--- src/rtl/fp_accum_pkg.sv ---
// Shared definitions for the streaming floating-point sum-reduction unit.
// Holds the fixed fp_add latency, the canonical quiet NaN and the FSM state type.
package fp_accum_pkg;

  localparam int FP_ADD_LAT = 5;
  localparam logic [31:0] NAN = 32'h7FC0_0000;

  typedef enum logic [1:0] {
    IDLE    = 2'd0,
    WAIT_IN = 2'd1,
    ADD     = 2'd2,
    OUT     = 2'd3
  } state_t;

endpackage

--- src/rtl/fp_add.sv ---
// IEEE-754 adder with round-to-nearest-even, operands latched on start.
// done pulses FP_ADD_LAT cycles after start, plus an early pulse at +1 for NaN/Inf operands.
module fp_add
  import fp_accum_pkg::*;
#(
  parameter int DATA_W = 32,
  parameter int EXP_W  = 8
) (
  input  logic              clk,
  input  logic              rst,
  input  logic              start,
  input  logic [DATA_W-1:0] op_a,
  input  logic [DATA_W-1:0] op_b,
  output logic [DATA_W-1:0] res,
  output logic              done,
  output logic              overflow,
  output logic              underflow,
  output logic              exception
);
  localparam int MAN_W = DATA_W - EXP_W - 1;
  localparam int W     = MAN_W + 4;
  localparam logic [DATA_W-1:0] QNAN = {1'b0, {EXP_W{1'b1}}, 1'b1, {(MAN_W-1){1'b0}}};

  logic [DATA_W-1:0]     a_r, b_r, big, res_c;
  logic [DATA_W-2:0]     small_m;
  logic [FP_ADD_LAT-1:0] pipe;
  logic [EXP_W-1:0]      eb, es, d, e_f;
  logic [EXP_W+1:0]      e_n;
  logic [W-1:0]          mb, ms, lost, sh, norm;
  logic [W:0]            sum;
  logic [MAN_W+1:0]      rnd;
  logic [MAN_W-1:0]      man;
  logic a_spec, b_spec, a_nan, b_nan, sub, big_is_a, round_up, hid, ovf, exc, norm_path;
  int lz, amt;

  always_ff @(posedge clk) begin
    if (rst) begin
      a_r  <= '0;
      b_r  <= '0;
      pipe <= '0;
    end else begin
      pipe <= {pipe[FP_ADD_LAT-2:0], start};
      if (start) begin
        a_r <= op_a;
        b_r <= op_b;
      end
    end
  end

  // Align the smaller magnitude to the larger, keeping guard/round/sticky below the LSB.
  always_comb begin
    a_spec   = &a_r[DATA_W-2 -: EXP_W];
    b_spec   = &b_r[DATA_W-2 -: EXP_W];
    a_nan    = a_spec && (|a_r[MAN_W-1:0]);
    b_nan    = b_spec && (|b_r[MAN_W-1:0]);
    sub      = a_r[DATA_W-1] ^ b_r[DATA_W-1];
    big_is_a = a_r[DATA_W-2:0] >= b_r[DATA_W-2:0];
    big      = big_is_a ? a_r : b_r;
    small_m  = big_is_a ? b_r[DATA_W-2:0] : a_r[DATA_W-2:0];
    eb = (big[DATA_W-2 -: EXP_W] == '0) ? EXP_W'(1) : big[DATA_W-2 -: EXP_W];
    es = (small_m[DATA_W-2 -: EXP_W] == '0) ? EXP_W'(1) : small_m[DATA_W-2 -: EXP_W];
    mb   = {|big[DATA_W-2 -: EXP_W], big[MAN_W-1:0], 3'b000};
    ms   = {|small_m[DATA_W-2 -: EXP_W], small_m[MAN_W-1:0], 3'b000};
    d    = eb - es;
    lost = ~({W{1'b1}} << d);
    sh   = (ms >> d) | W'(|(ms & lost));
    sum  = sub ? ({1'b0, mb} - {1'b0, sh}) : ({1'b0, mb} + {1'b0, sh});
    e_n  = {2'b00, eb};
    lz   = W;
    amt  = 0;
    norm = '0;
    if (sum[W]) begin
      norm = sum[W:1] | W'(sum[0]);
      e_n  = e_n + (EXP_W+2)'(1);
    end else begin
      norm = sum[W-1:0];
      for (int i = 0; i < W; i++) if (norm[i]) lz = W - 1 - i;
      // Never normalise below the minimum exponent; the result then stays subnormal.
      amt  = (lz < int'(eb) - 1) ? lz : int'(eb) - 1;
      norm = norm << amt;
      e_n  = e_n - (EXP_W+2)'(amt);
    end
    round_up = norm[2] && ((|norm[1:0]) || norm[3]);
    rnd      = {1'b0, norm[W-1:3]} + (MAN_W+2)'(round_up);
    if (rnd[MAN_W+1]) begin
      e_n = e_n + (EXP_W+2)'(1);
      man = '0;
      hid = 1'b1;
    end else begin
      man = rnd[MAN_W-1:0];
      hid = rnd[MAN_W];
    end
    e_f       = hid ? e_n[EXP_W-1:0] : '0;
    ovf       = e_n >= {2'b00, {EXP_W{1'b1}}};
    exc       = a_nan | b_nan | (a_spec & b_spec & sub);
    norm_path = !a_spec && !b_spec && (sum != '0);
    if (exc)               res_c = QNAN;
    else if (a_spec)       res_c = a_r;
    else if (b_spec)       res_c = b_r;
    else if (sum == '0)    res_c = {a_r[DATA_W-1] & b_r[DATA_W-1], {(DATA_W-1){1'b0}}};
    else if (ovf)          res_c = {big[DATA_W-1], {EXP_W{1'b1}}, {MAN_W{1'b0}}};
    else                   res_c = {big[DATA_W-1], e_f, man};
  end

  assign res       = res_c;
  assign done      = pipe[FP_ADD_LAT-1] | (pipe[0] & (a_spec | b_spec));
  assign overflow  = norm_path & ovf;
  assign underflow = norm_path & !ovf & !hid;
  assign exception = exc;

endmodule

--- src/rtl/fp_accum.sv ---
// Streaming sum-reduction: folds a valid/ready vector through one serial fp_add,
// waiting the full adder latency per element so early/late done pulses never overlap.
module fp_accum
  import fp_accum_pkg::*;
#(
  parameter int DATA_W = 32,
  parameter int EXP_W  = 8,
  parameter int CNT_W  = 16
) (
  input  logic              clk,
  input  logic              rst,
  input  logic              in_valid,
  output logic              in_ready,
  input  logic [DATA_W-1:0] in_data,
  input  logic              in_last,
  output logic              out_valid,
  input  logic              out_ready,
  output logic [DATA_W-1:0] out_data,
  output logic [CNT_W-1:0]  out_count,
  output logic              busy
);
  localparam int LAT_W = $clog2(FP_ADD_LAT + 1);

  state_t            state, state_nxt;
  logic [DATA_W-1:0] acc, opb, res;
  logic [CNT_W-1:0]  cnt;
  logic [LAT_W-1:0]  lat_cnt;
  logic              last_r, got, start, done, accept, lat_end;
  logic [2:0]        unused_flags;

  assign in_ready  = (state == IDLE) || (state == WAIT_IN);
  assign accept    = in_valid & in_ready;
  assign busy      = state != IDLE;
  assign out_valid = state == OUT;
  assign out_data  = acc;
  assign out_count = cnt;
  assign lat_end   = lat_cnt == LAT_W'(FP_ADD_LAT);
  assign start     = (state == ADD) && (lat_cnt == '0);

  always_ff @(posedge clk) begin
    if (rst) state <= IDLE;
    else     state <= state_nxt;
  end

  always_comb begin
    state_nxt = state;
    case (state)
      IDLE:    if (accept) state_nxt = in_last ? OUT : WAIT_IN;
      WAIT_IN: if (accept) state_nxt = ADD;
      ADD:     if (lat_end) state_nxt = last_r ? OUT : WAIT_IN;
      OUT:     if (out_ready) state_nxt = IDLE;
      default: state_nxt = IDLE;
    endcase
  end

  // The first element is loaded raw; only the first done of each ADD updates the sum.
  always_ff @(posedge clk) begin
    if (rst) begin
      acc     <= '0;
      opb     <= '0;
      cnt     <= '0;
      lat_cnt <= '0;
      last_r  <= 1'b0;
      got     <= 1'b0;
    end else begin
      case (state)
        IDLE: if (accept) begin
          acc <= in_data;
          cnt <= CNT_W'(1);
        end
        WAIT_IN: if (accept) begin
          opb     <= in_data;
          last_r  <= in_last;
          cnt     <= (&cnt) ? cnt : cnt + CNT_W'(1);
          lat_cnt <= '0;
          got     <= 1'b0;
        end
        ADD: begin
          lat_cnt <= lat_cnt + LAT_W'(1);
          if (done && !got) begin
            acc <= res;
            got <= 1'b1;
          end
          if (lat_end) assert (got || done);
        end
        OUT: if (out_ready) begin
          acc <= '0;
          cnt <= '0;
        end
        default: ;
      endcase
    end
  end

  fp_add #(
    .DATA_W(DATA_W),
    .EXP_W (EXP_W)
  ) u_add (
    .clk      (clk),
    .rst      (rst),
    .start    (start),
    .op_a     (acc),
    .op_b     (opb),
    .res      (res),
    .done     (done),
    .overflow (unused_flags[0]),
    .underflow(unused_flags[1]),
    .exception(unused_flags[2])
  );

endmodule

--- config.mk ---
export PLATFORM = sky130hd
export DESIGN_NAME = fp_accum
export DESIGN_NICKNAME = d
export VERILOG_FILES = /design/src/rtl/fp_accum_pkg.sv /design/src/rtl/fp_add.sv /design/src/rtl/fp_accum.sv
export SDC_FILE = /design/constraint.sdc
export NUM_CORES = 1
export LEC_CHECK = 0
export ABC_AREA = 1
export CAP_MARGIN = 20
export CELL_PAD_IN_SITES_DETAIL_PLACEMENT = 0
export CELL_PAD_IN_SITES_GLOBAL_PLACEMENT = 1
export CORE_MARGIN = 2
export CORE_UTILIZATION = 44
export CTS_BUF_LIST = sky130_fd_sc_hd__clkbuf_2
export DETAILED_ROUTE_END_ITERATION = 8
export GPL_TIMING_DRIVEN = 0
export PLACE_DENSITY_LB_ADDON = 0.1
export RECOVER_POWER = 100
export SLEW_MARGIN = 20
export SYNTH_ARGS = -nofsm -noshare
export SYNTH_HDL_FRONTEND = slang
export SYNTH_HIERARCHICAL = 1
export SYNTH_SLANG_ARGS = --single-unit
--- constraint.sdc ---
create_clock -name clk -period 13.69 [get_ports clk]
set_clock_uncertainty 0.15 [all_clocks]
set_input_delay 2.738 -clock clk [delete_from_list [all_inputs] [get_ports clk]]
set_output_delay 2.738 -clock clk [all_outputs]
set_load 0.02 [all_outputs]
# [Word-level counts from Yosys, hierarchy flattened]
# Index checks and enable logic that the tools add are counted.
[totals] input_bits=37 output_inout_bits=51 word_cells=148 register_bits=156
[classes] n_bitwise=14 n_mux=66 shift=3 magnitude_cmp=3 n_addsub=10 n_eq_ne=10 reduce_logical=32
[op_table] operator="$mux 32" n=10
[op_table] operator="$pmux 32 s3" n=1
[op_table] operator="$mux 5" n=16
[op_table] operator="$mux 16" n=4
[op_table] operator="$mux 31" n=2
[op_table] operator="$or 27x1->27" n=2
[op_table] operator="$pmux 16 s3" n=1
[op_table] operator="$reduce_or 23->1" n=2
[op_table] operator="$lt 32x32->1" n=1
[op_table] operator="$mux 4" n=8
[op_table] operator="$shl 27x32->27" n=1
[op_table] operator="$ge 31x31->1" n=1
[op_table] operator="$add 27x27->28" n=1
[op_table] operator="$logic_not 28->1" n=1
[op_table] operator="$mux 28" n=1
[op_table] operator="$sub 27x27->28" n=1
[op_table] operator="$and 27x27->27" n=1
[op_table] operator="$mux 27" n=1
[op_table] operator="$not 27->27" n=1
[op_table] operator="$reduce_or 27->1" n=1
[op_table] operator="$shl 27x8->27 const A" n=1
[op_table] operator="$shr 27x8->27" n=1
[op_table] operator="$add 24x1->25" n=1
[op_table] operator="$mux 8" n=3
[op_table] operator="40 further kinds" n=75

# [Depth between registers and ports, before layout]
[logic_depth] depth_word=57 mapped_depth=113

# [Cells and area by module]
# Netlist, hierarchy kept.
[modules_own_cells] mod="fp_add" n_inst=1 seq_area_each_um2=1381.3 cells_each=2555 area_per_inst_um2=13963.4
[modules_own_cells] mod="fp_accum" n_inst=1 seq_area_each_um2=1741.7 cells_each=651 area_per_inst_um2=4335.4

# [Worst setup path after synthesis]
# OpenSTA, ideal clock, no wires.
[synth_path] kind="register to register" start="register u_add.b_r[26]" end="register acc[1], in the netlist out_data[1]" path_stages_with_launch=100 setup_ns=0.113 t_required_ns=13.427 path_slack_ns=1.142 arrival_time_ns=12.286 n_path_buf=7 cell_sequence="dfxtp_1 inv_1 ha_1 nand2_1 nor2_1 nand3_1 nor2_2 nand2_2 nand2_4 buf_2 buf_2 buf_2 clkbuf_1 nand2_1 o21ai_0 inv_1 nor2_1 nand2_1 (+64 left out) nand3_1 nor2_2 nand3_2 nor2_4 nand3_2 nand2_1 nand2_1 clkinv_1 nand3_2 nor2_4 nand2_4 buf_6 nand4_1 a21oi_1 nand2_1 o21ai_0 nor2_1 nor2_1"
[synth_between] elab_chain_len=57
[synth_lines] item="from (decl)" line="fp_add.sv:24" rtl="logic [DATA_W-1:0] a_r, b_r, big, res_c;"
[synth_lines] item="from (signal assigned)" line="fp_add.sv:45" rtl="b_r <= op_b;"
[synth_lines] item="$ge 31x31->1" line="fp_add.sv:57" rtl="big_is_a = a_r[DATA_W-2:0] >= b_r[DATA_W-2:0];"
[synth_lines] item="$mux 32 or $mux 31 (tied branches)" line="fp_add.sv:58, fp_add.sv:59"
[synth_lines] item="$logic_not 8->1, on equally long branches" line="fp_add.sv:60, fp_add.sv:61"
[synth_lines] item="$mux 8, on equally long branches" line="fp_add.sv:60, fp_add.sv:61"
[synth_lines] item="$sub 8x8->8" line="fp_add.sv:64" rtl="d = eb - es;"
[synth_lines] item="$shl 27x8->27" line="fp_add.sv:65" rtl="lost = ~({W{1'b1}} << d);"
[synth_lines] item="$not 27->27" line="fp_add.sv:65"
[synth_lines] item="$and 27x27->27" line="fp_add.sv:66" rtl="sh = (ms >> d) | W'(|(ms & lost));"
[synth_lines] item="(+42 left out)"
[synth_lines] item="$mux 31" line="fp_add.sv:101" rtl="else if (ovf) res_c = {big[DATA_W-1], {EXP_W{1'b1}}, {MAN_W{1'b0}}};"
[synth_lines] item="$mux 32" line="fp_add.sv:100" rtl="else if (sum == '0) res_c = {a_r[DATA_W-1] & b_r[DATA_W-1], {(DATA_W-1){1'b0}}};"
[synth_lines] item="$mux 32" line="fp_add.sv:99" rtl="else if (b_spec) res_c = b_r;"
[synth_lines] item="$mux 32" line="fp_add.sv:98" rtl="else if (a_spec) res_c = a_r;"
[synth_lines] item="$mux 32 *" line="fp_add.sv:97" rtl="if (exc) res_c = QNAN;"
[synth_lines] item="via res[1]" line="fp_accum.sv:25" rtl="logic [DATA_W-1:0] acc, opb, res;"
[synth_lines] item="$mux 32 *" line="fp_accum.sv:80" rtl="if (done && !got) begin"
[synth_lines] item="$pmux 32 s3 *" line="fp_accum.sv:66" rtl="case (state)"
[synth_lines] item="to (signal assigned)" line="fp_accum.sv:68" rtl="acc <= in_data;"
[synth_lines] item="to (signal assigned)" line="fp_accum.sv:81" rtl="acc <= res;"
[synth_lines] item="to (decl)" line="fp_accum.sv:25"
# Mark *: on every way through the listed nets, which the timed path passes. The rest lies on a longest branch. The select of a mux whose other input is x is not followed.
# A chain may end at the register's enable or synchronous reset.

# [Worst setup path in the final report]
[layout_path] start="register u_add.a_r[29]" end="register acc[7], in the netlist out_data[7]"
[layout_between] elab_chain_len=57
[layout_lines] item="from (decl)" line="fp_add.sv:24"
[layout_lines] item="from (signal assigned)" line="fp_add.sv:44" rtl="a_r <= op_a;"
[layout_lines] item="$ge 31x31->1" line="fp_add.sv:57"
[layout_lines] item="$mux 32 or $mux 31 (tied branches)" line="fp_add.sv:58, fp_add.sv:59"
[layout_lines] item="$logic_not 8->1, on equally long branches" line="fp_add.sv:60, fp_add.sv:61"
[layout_lines] item="$mux 8, on equally long branches" line="fp_add.sv:60, fp_add.sv:61"
[layout_lines] item="$sub 8x8->8" line="fp_add.sv:64"
[layout_lines] item="$shl 27x8->27" line="fp_add.sv:65"
[layout_lines] item="$not 27->27" line="fp_add.sv:65"
[layout_lines] item="$and 27x27->27" line="fp_add.sv:66"
[layout_lines] item="(+42 left out)"
[layout_lines] item="$mux 31" line="fp_add.sv:101"
[layout_lines] item="$mux 32" line="fp_add.sv:100"
[layout_lines] item="$mux 32" line="fp_add.sv:99"
[layout_lines] item="$mux 32" line="fp_add.sv:98"
[layout_lines] item="$mux 32 *" line="fp_add.sv:97"
[layout_lines] item="via res[7]" line="fp_accum.sv:25"
[layout_lines] item="$mux 32 *" line="fp_accum.sv:80"
[layout_lines] item="$pmux 32 s3 *" line="fp_accum.sv:66"
# Marked as above.

==> impl_metrics.csv <==
group,metric,value,unit
run_status,outcome,"complete, no violations",
worst_hold_path,hold_start,"u_add/pipe[2]$_SDFF_PP0_",
routing,wl_per_cell,19.3,um
routing,drt_iter0_drc,2249,
placed_design,io_buffers,87,
placed_design,hpwl,61.4,mm
floorplan,fp.dieW,208,um
clock_network,clock_path_buffers,2,
clock_network,cts_root_buf,"clkbuf_2",
sta,final-max-slew-violation-count,0,
clock_network,cts_buffers,17,
critical_path,reg2reg_from,"u_add/a_r[29]$_SDFFE_PP0P_",
sta,whs,0.273,ns
routing,drc,0,
sta,setup_viol,0,
routing,vias_per_cell,5.65,
synthesis,avgSynthCellArea,5.71,um^2
clock_network,cts_sinks,156,
cells_and_area,area_growth,19.7,%
clock_network,clk_latency,0.80,ns
critical_path,crit_path_top_delay_cell,"clkbuf_1",
global_routing,grt_max_degree,20,
critical_path,cp-end-kind,"flip-flop",
cells_and_area,fill_cells,4367,
floorplan,rows,74,
sta,final_hold_viol_count,0,
global_routing,grt_pass1_vias,20100,
sta,fmax,76.3,MHz
floorplan,initial_utilization,0.447,
routing,routed_wl,76.4,mm
floorplan,die_y,208,um
critical_path,path_common_cell,"nand2_1",
critical_path,critPathKind,"reg2reg",
routing,num_vias,22300,
sta,max_slew_margin,0.322,
global_routing,grt_usage,0.336,
cells_and_area,layout_common_cells,"nand2_1, inv_1, nand3_1",
global_routing,grt_overflow,0,
clock_network,hold_buffers,0,
placed_design,gp_congestion,1.02,
synthesis,synth_fp_nets,3347,
global_routing,antenna_found_initial,1,
global_routing,grt_pass1_wl,115,mm
clock_network,clkTransAtPathRegs,0.24,ns
worst_hold_path,min_path_type,"reg2reg",
sta,period_share,0.958,
floorplan,core,40900,um^2
critical_path,worst_setup_path_start_kind,"flip-flop",
cells_and_area,layout.nets,3555,
critical_path,slowest_delay,0.50,ns
critical_path,reg2reg_to,"out_data[7]$_SDFFE_PP0P_",
critical_path,arrival,13.72,ns
critical_path,worstPathMaxFanout,10,
cells_and_area,layout-drive-gt1-share,0.152,
routing,postRouteAntennaNets,0,
floorplan,io-pin-count,88,
sta,finalCriticalPeriod,13.11,ns
floorplan,die_area,43200,um^2
cells_and_area,layout_commonest_cell,"nand2_1",
critical_path,cp.required,14.30,ns
routing,dr.pass1.iters,6,
worst_hold_path,holdPathEnd,"u_add/pipe[3]$_SDFF_PP0_",
worst_hold_path,hold_depth,2,
run,max-cap-violations,0,
clock_network,cts_tree,"yes",
clock_network,htree_levels,4,
synthesis,yosys_warnings,6,
synthesis,syn-instance-count,3202,
critical_path,r2r_cells,90,
critical_path,r2r_slack,0.58,ns
sta,worst_slew_pin_slew,1.01,ns
synthesis,synthesis.area,18300,um^2
==> sequential cells by signal (all words and copies together) (netlist names) <==
name	count
out_count	16
got	1
lat_cnt	3
state	2
u_add/b_r	32
last_r	1
u_add/a_r	32
out_data	32
opb	32
u_add/pipe	5
==> worst max path at each step <==
stage | end | startpoint | cells past startpoint | slack (ns)
final | out_data[7]$_SDFFE_PP0P_ | u_add/a_r[29]$_SDFFE_PP0P_ | 90 | 0.58
after global routing | out_data[18]$_SDFFE_PP0P_ | u_add/b_r[9]$_SDFFE_PP0P_ | 92 | -0.23
after detailed placement | out_data[12]$_SDFFE_PP0P_ | u_add/b_r[12]$_SDFFE_PP0P_ | 98 | -3.29
after floorplan | out_data[1]$_SDFFE_PP0P_ | u_add/b_r[26]$_SDFFE_PP0P_ | 99 | 1.14
after CTS | out_data[12]$_SDFFE_PP0P_ | u_add/b_r[14]$_SDFFE_PP0P_ | 96 | 0.01
after global placement | out_data[12]$_SDFFE_PP0P_ | u_add/b_r[12]$_SDFFE_PP0P_ | 98 | -3.08
==> cell type report <==
| cell class | count | area, um^2 | area share |
|---|---|---|---|
| multi-input cells | 2484 | 13700 | 0.626 |
| flip-flops and latches | 156 | 3170 | 0.145 |
| repair buffers | 190 | 1690 | 0.0771 |
| inverters | 422 | 1620 | 0.0738 |
| plain buffers | 139 | 852 | 0.0389 |
| well taps | 532 | 666 | 0.0304 |
| clock inverters | 15 | 120 | 0.00549 |
| clock buffers | 17 | 85.1 | 0.00389 |
| diodes | 1 | 2.50 | 0.000114 |
==> stage by stage <==
step           cells  area [um^2]  setup WS [ns]   util  TNS, ns
2_1_floorplan   3202        18300           1.14      -        0
3_3_place_gp    3821        19800          -3.08  0.484   -90.97
3_5_place_dp    3821        19800          -3.29  0.484   -97.65
4_1_cts         3885        20600         0.0114  0.503        0
5_1_grt         3956        21900         -0.230  0.535    -6.04
6_report        3956        21900          0.576  0.535        0
==> per-layer routing <==
| metal | vias up | wire length (um) | global-route usage |
|---|---|---|---|
| met5 | - | 0 | 0 |
| met4 | 0 | 2880 | 0.129 |
| met3 | 143 | 5950 | 0.0351 |
| met2 | 1001 | 34100 | 0.535 |
| met1 | 10300 | 33500 | 0.466 |
| li1 | 10800 | - | - |
==> worst max-delay path, delay by kind of cell, from the launching register on <==
kind                     cells  cell delay, ns
adder cells (fa/ha/maj)      5            1.49
buffers and inverters       16            2.31
AO/OA/AOI/OAI               18            2.64
AND/OR/NAND/NOR             50            5.84
XOR/XNOR                     1            0.15
flip-flops                   1            0.46
==> timing repair <==
action                     in CTS  in global routing
setup endpoints to repair      31                 31
buffers inserted               32                 69
hold endpoints to repair        0                  0
gates resized for setup        89                242
gates cloned                    2                  1
pin swaps                      20                 80
Power is left out: the tool's default activity adds up to more than one toggle a clock period on the data nets, which glitch-free logic cannot reach.
